## src/rtl/e8bit_divide_pkg.sv

```systemverilog
`default_nettype none
// ============================================================================
// Module      : e8bit_divide_pkg
// Description : Shared constants and helpers for the e8bit_divide block.
// Revision    : 1.0 - initial release
// ============================================================================
package e8bit_divide_pkg;

  localparam int                     COUNT_WIDTH       = 8;
  localparam logic [COUNT_WIDTH-1:0] COUNT_MAX         = 8'hFF;
  localparam int                     DEFAULT_DIV_RATIO = 2;

  // Prescaler width: ceil(log2(ratio)), never less than one bit so a
  // ratio of 1 still yields a legal (always-zero) register.
  function automatic int presc_width(input int ratio);
    return (ratio > 1) ? $clog2(ratio) : 1;
  endfunction

endpackage
`default_nettype wire

```

## src/rtl/e8bit_divide_prescaler.sv

```systemverilog
`default_nettype none
// ============================================================================
// Module      : e8bit_divide_prescaler
// Description : Enable-qualified modulo-DIV_RATIO prescaler. Raises the
//               combinational terminal strobe on an enabled cycle in which
//               the counter sits at DIV_RATIO-1; the counter only moves on
//               enabled cycles so phase survives enable gaps.
// Revision    : 1.0 - initial release
// ============================================================================
module e8bit_divide_prescaler
  import e8bit_divide_pkg::*;
#(
  parameter int DIV_RATIO = DEFAULT_DIV_RATIO
) (
  input  logic clock,
  input  logic reset,
  input  logic enable,
  output logic terminal
);

  localparam int           PW   = presc_width(DIV_RATIO);
  localparam logic [PW-1:0] LAST = PW'(DIV_RATIO - 1);

  logic [PW-1:0] presc_q;
  logic [PW-1:0] presc_d;
  logic          at_last;

  // Next prescaler value: advance on enable, wrap to zero after LAST.
  // With DIV_RATIO=1 LAST is zero, so the counter stays at zero and every
  // enabled cycle is terminal.
  always_comb begin
    presc_d = presc_q;
    at_last = (presc_q == LAST);
    if (enable) begin
      presc_d = at_last ? '0 : presc_q + PW'(1);
    end
  end

  // Prescaler register; reset discards any partial progress.
  always_ff @(posedge clock) begin
    if (reset) begin
      presc_q <= '0;
    end else begin
      presc_q <= presc_d;
    end
  end

  assign terminal = enable && at_last;

endmodule
`default_nettype wire

```

## src/rtl/e8bit_divide.sv

```systemverilog
`default_nettype none
// ============================================================================
// Module      : e8bit_divide
// Description : Enable-qualified clock-edge divider. count_out advances by
//               one every DIV_RATIO enabled edges; tick pulses for the cycle
//               following each prescaler terminal event.
//               Build option: define E8BIT_DIVIDE_SATURATE_EN to make
//               count_out stick at 8'hFF instead of wrapping to zero.
// Revision    : 1.0 - initial release
// ============================================================================
module e8bit_divide
  import e8bit_divide_pkg::*;
#(
  parameter int DIV_RATIO = DEFAULT_DIV_RATIO,
  parameter int WIDTH     = COUNT_WIDTH
) (
  input  logic             clock,
  input  logic             reset,
  input  logic             enable,
  output logic [WIDTH-1:0] count_out,
  output logic             tick
);

  logic             terminal;
  logic [WIDTH-1:0] count_q;
  logic [WIDTH-1:0] count_d;
  logic             tick_q;
  logic             tick_d;

  e8bit_divide_prescaler #(
    .DIV_RATIO (DIV_RATIO)
  ) u_prescaler (
    .clock    (clock),
    .reset    (reset),
    .enable   (enable),
    .terminal (terminal)
  );

  // Count and tick next-state: step the count on each terminal event,
  // either wrapping or saturating at the top depending on the build.
  always_comb begin
    count_d = count_q;
    tick_d  = terminal;
    if (terminal) begin
`ifdef E8BIT_DIVIDE_SATURATE_EN
      if (count_q != WIDTH'(COUNT_MAX)) begin
        count_d = count_q + WIDTH'(1);
      end
`else
      count_d = count_q + WIDTH'(1);
`endif
    end
  end

  // Output registers; reset has priority over enable.
  always_ff @(posedge clock) begin
    if (reset) begin
      count_q <= '0;
      tick_q  <= 1'b0;
    end else begin
      count_q <= count_d;
      tick_q  <= tick_d;
    end
  end

  assign count_out = count_q;
  assign tick      = tick_q;

endmodule
`default_nettype wire

```

## config.mk

```make
export PLATFORM = sky130hd
export DESIGN_NAME = e8bit_divide
export DESIGN_NICKNAME = d
export VERILOG_FILES = /design/src/rtl/e8bit_divide_pkg.sv /design/src/rtl/e8bit_divide_prescaler.sv /design/src/rtl/e8bit_divide.sv
export SDC_FILE = /design/constraint.sdc
export NUM_CORES = 1
export LEC_CHECK = 0
export ABC_CLOCK_PERIOD_IN_PS = 2500
export CAP_MARGIN = 20
export CORE_AREA = 2 2 39 41
export DETAILED_ROUTE_END_ITERATION = 8
export DIE_AREA = 0 0 41 43
export SETUP_SLACK_MARGIN = 0.5
export SYNTH_ARGS = -nofsm -noshare
export SYNTH_HDL_FRONTEND = slang
export SYNTH_SLANG_ARGS = --single-unit
```

## constraint.sdc

```tcl
create_clock -name clock -period 2.5 [get_ports clock]
set_input_delay 0.5 -clock clock [delete_from_list [all_inputs] [get_ports clock]]
set_output_delay 0.5 -clock clock [all_outputs]
set_load 0.01 [all_outputs]
```

==> impl_metrics.csv <==
group,metric,value,unit
status,status,"finished, final reports clean",
sta,final.setup_skew,0.00503,ns
logic_synthesis,synth_fp_nets,50,
logic_synthesis,synth_compound_area_share,14.7,%
power_and_ir_drop,power.density_cell_area,580,mW/mm^2
cts,numClockSinks,10,
cts,clock_tree.htree_level_count,1,
cts,cts_buffer_depth,2,
power_and_ir_drop,vdd.ir_drop.worst,0.000398,V
logic_synthesis,synthesis.yosys.warnings,0,
hold_path,min_delay_worst_endpoint,"count_out[7]$_SDFFE_PP0P_",
hold_path,timing.hold.worst_path_depth,2,
logic_synthesis,synth_top_area_share,48.9,%
floorplanning,start_util,29.6,%
hold_path,hold_path.startpoint,"count_out[7]$_SDFFE_PP0P_",
job,cap_violations,0,
floorplanning,fp.dieArea,0.00176,mm^2
floorplanning,top_level_ports,12,
sta,timing.final.setup_violations,0,
setup_path,setup.reg_to_reg.worst_slack,1.17,ns
cts,clk_latency,0.26,ns
sta,unrepaired_setup_endpoints_after_global_routing,"false",
logic_synthesis,number_of_cells_produced_by_synthesis,46,
setup_path,worst_r2r_endpoint,"count_out[6]$_SDFFE_PP0P_",
logic_synthesis,synthAdderAreaFrac,3.06,%
setup_path,r2r_cells,4,
routing,dr.pass1.iters,2,
global_route,grt_remaining_overflow,0,
cells_and_area,most-common-layout-cells,"clkdlybuf4s50_1 (11), dfxtp_1 (10), a21oi_1 (6), nand2_1 (4), nor2_1 (4)",
routing,drt_iter0_drc,3,
power_and_ir_drop,p_total,0.000332,W
global_route,use_met2,14.4,%
logic_synthesis,synth_seq_cells,10,
logic_synthesis,synth-simple-area-share,25.1,%
setup_path,cpMaxStageDelayCell,"clkdlybuf4s50_1",
cells_and_area,nNetsFinal,65,
cts,cts-buffers-inserted,3,
global_route,overall_global_routing_usage,10.7,%
routing,detailroute.via_count,367,
logic_synthesis,seq_area_frac_synth,48.9,%
sta,tightestPinTransition,0.374,ns
global_route,grt_start_max_net_pins,11,
logic_synthesis,yosys.area_share.xor_xnor,6.42,%
cells_and_area,diodes,0,
setup_path,worst_setup_path_start_kind,"flop",
setup_path,data_required_time_at_the_worst_endpoint,2.00,ns
cells_and_area,final_common_cell,"clkdlybuf4s50_1",
setup_path,r2r_start,"count_out[0]$_SDFFE_PP0P_",
place,gpl.final_weighted_congestion,0.679,
floorplanning,vertical_die_dimension,43,um
routing,routedWlPerCell,9.62,um
sta,fin_crit,1.75,ns
setup_path,worst-path-buf-inv,1,
logic_synthesis,post_synth_instance_area,409,um^2
logic_synthesis,combinational_family_with_the_most_area_after_synthesis,"simple AND/OR/NAND/NOR gates",
cts,cts.repair.resized,0,
sta,setup_tns,0,ns
cts,postCtsSetupBuffers,0,
global_route,grt-busiest-layer,"met2",
routing,drc_errors,0,
cts,cts_tree,"built",
sta,period_share,70.2,%
global_route,grt_pass1_vias,313,
routing,antenna_left,0,
logic_synthesis,post_synth_mux_area_share,0,%
setup_path,crit_path_end_kind,"primary output",
hold_path,hold_class,"reg -> reg",
power_and_ir_drop,total_leakage_power,0.184,nW
setup_path,critPathArrivalTime,1.25,ns
setup_path,cp_max_fo,7,
setup_path,critPathKind,"reg -> out",
routing,postRouteWirelength,731,um
sta,slew_violations,0,
floorplanning,core,0.00138,mm^2
place,numPortBuffers,11,
floorplanning,count_of_standard_cell_rows,14,
sta,timing_hold_violations_final,0,
sta,fmax,570,MHz
cells_and_area,syn_to_final_growth,39.8,%
setup_path,crit_path_cell_trace,"clkdlybuf4s50_1",
floorplanning,die_width,41,um
cts,cts_root_buf,"clkbuf_4",
logic_synthesis,syn_avg_cell_area,8.89,um^2
global_route,antenna_violations_before_repair,0,
sta,worst_slew_margin_rel,75.0,%
logic_synthesis,post_synth_main_area_contributors,"dfxtp_1 (49%), a21oi_1 (7.3%), xor2_1 (4.3%)",
setup_path,critical_path.top_delay_family,"buffers and inverters",
logic_synthesis,synth_area_leader,"dfxtp_1",
global_route,globalRouteMet1Util,13.7,%
global_route,grt_util_met3,7.85,%
global_route,grt_first_pass_wirelength,1260,um
cts,cts.hold.buffers_added,0,
cts,clk_pin_slew,0.07,ns
logic_synthesis,yosys.cell_types.count,17,
setup_path,cpPeakStageDelay,0.57,ns
routing,avgViaCountPerCell,4.83,
cells_and_area,drive_above_1_share,10.0,%
[kinds of logic after synthesis]
group,after synthesis
buffers and inverters,2
XOR/XNOR,3
AND/OR/NAND/NOR,19
AO/OA/AOI/OAI,11
flip-flops,10
adder cells (fa/ha/maj),1
[how the worst max path moves through the flow]
stage	slack [ns]	cells past startpoint	startpoint	to
after floorplan	1.21	3	enable	count_out[5]$_SDFFE_PP0P_
after global placement	0.52	4	enable	count_out[7]$_SDFFE_PP0P_
after detailed placement	0.52	4	enable	count_out[5]$_SDFFE_PP0P_
after CTS	0.73	1	count_out[3]$_SDFFE_PP0P_	count_out[3]
after global routing	0.67	4	enable	count_out[5]$_SDFFE_PP0P_
final	0.75	1	count_out[3]$_SDFFE_PP0P_	count_out[3]
[synthesized netlist by cell type]
cell type  number
a21oi_1         6
dfxtp_1        10
nand3_2         1
or3_2           1
inv_1           1
or4_1           2
o31ai_1         2
nand2_1         4
nand3_1         3
xor2_1          2
xnor2_1         1
clkbuf_1        1
nor2_1          4
ha_1            1
o21ai_0         3
or3_1           2
nand4_1         2
[state kept, by name (all words and copies together), names as in the netlist]
signal	flops
count_out	8
tick	1
u_prescaler.at_last	1
[routing by layer]
metal | vias to the layer above | share of wire, %
li1 | 194 | -
met1 | 163 | 49
met2 | 10 | 44
met3 | 0 | 7.5
met4 | 0 | 0
met5 | - | 0
[where the power goes]
group | switching (W) | internal (W)
registers | 0.00000481 | 0.000163
logic | 0.00000924 | 0.0000108
clock network | 0.0000550 | 0.0000884
total | 0.0000691 | 0.000262
[area by class of cell]
cell class | count | area (um^2)
clock buffer | 4 | 36.3
fill | 151 | 812
inverter | 1 | 3.75
multi-input combinational | 34 | 201
sequential | 10 | 200
tap | 16 | 20.0
timing repair buffer | 11 | 110
[worst min-delay path, cell delays in order (launching register included)]
cell,delay (ns)
dfxtp_1,0.32
o31ai_1,0.06
a21oi_1,0.05
[metrics by stage]
stage                     hold WS [ns]  setup WS (ns)  util (%)  cells  instance area, um^2
after floorplan                  0.496           1.21         -     46                  409
after global placement           0.477          0.524      38.7     72                  536
after detailed placement         0.478          0.520      38.7     72                  536
after CTS                        0.487          0.726      41.3     76                  572
after global routing             0.520          0.667      41.3     76                  572
final                            0.483          0.745      41.3     76                  572
No activity file was read; power rests on OpenSTA's default activity.
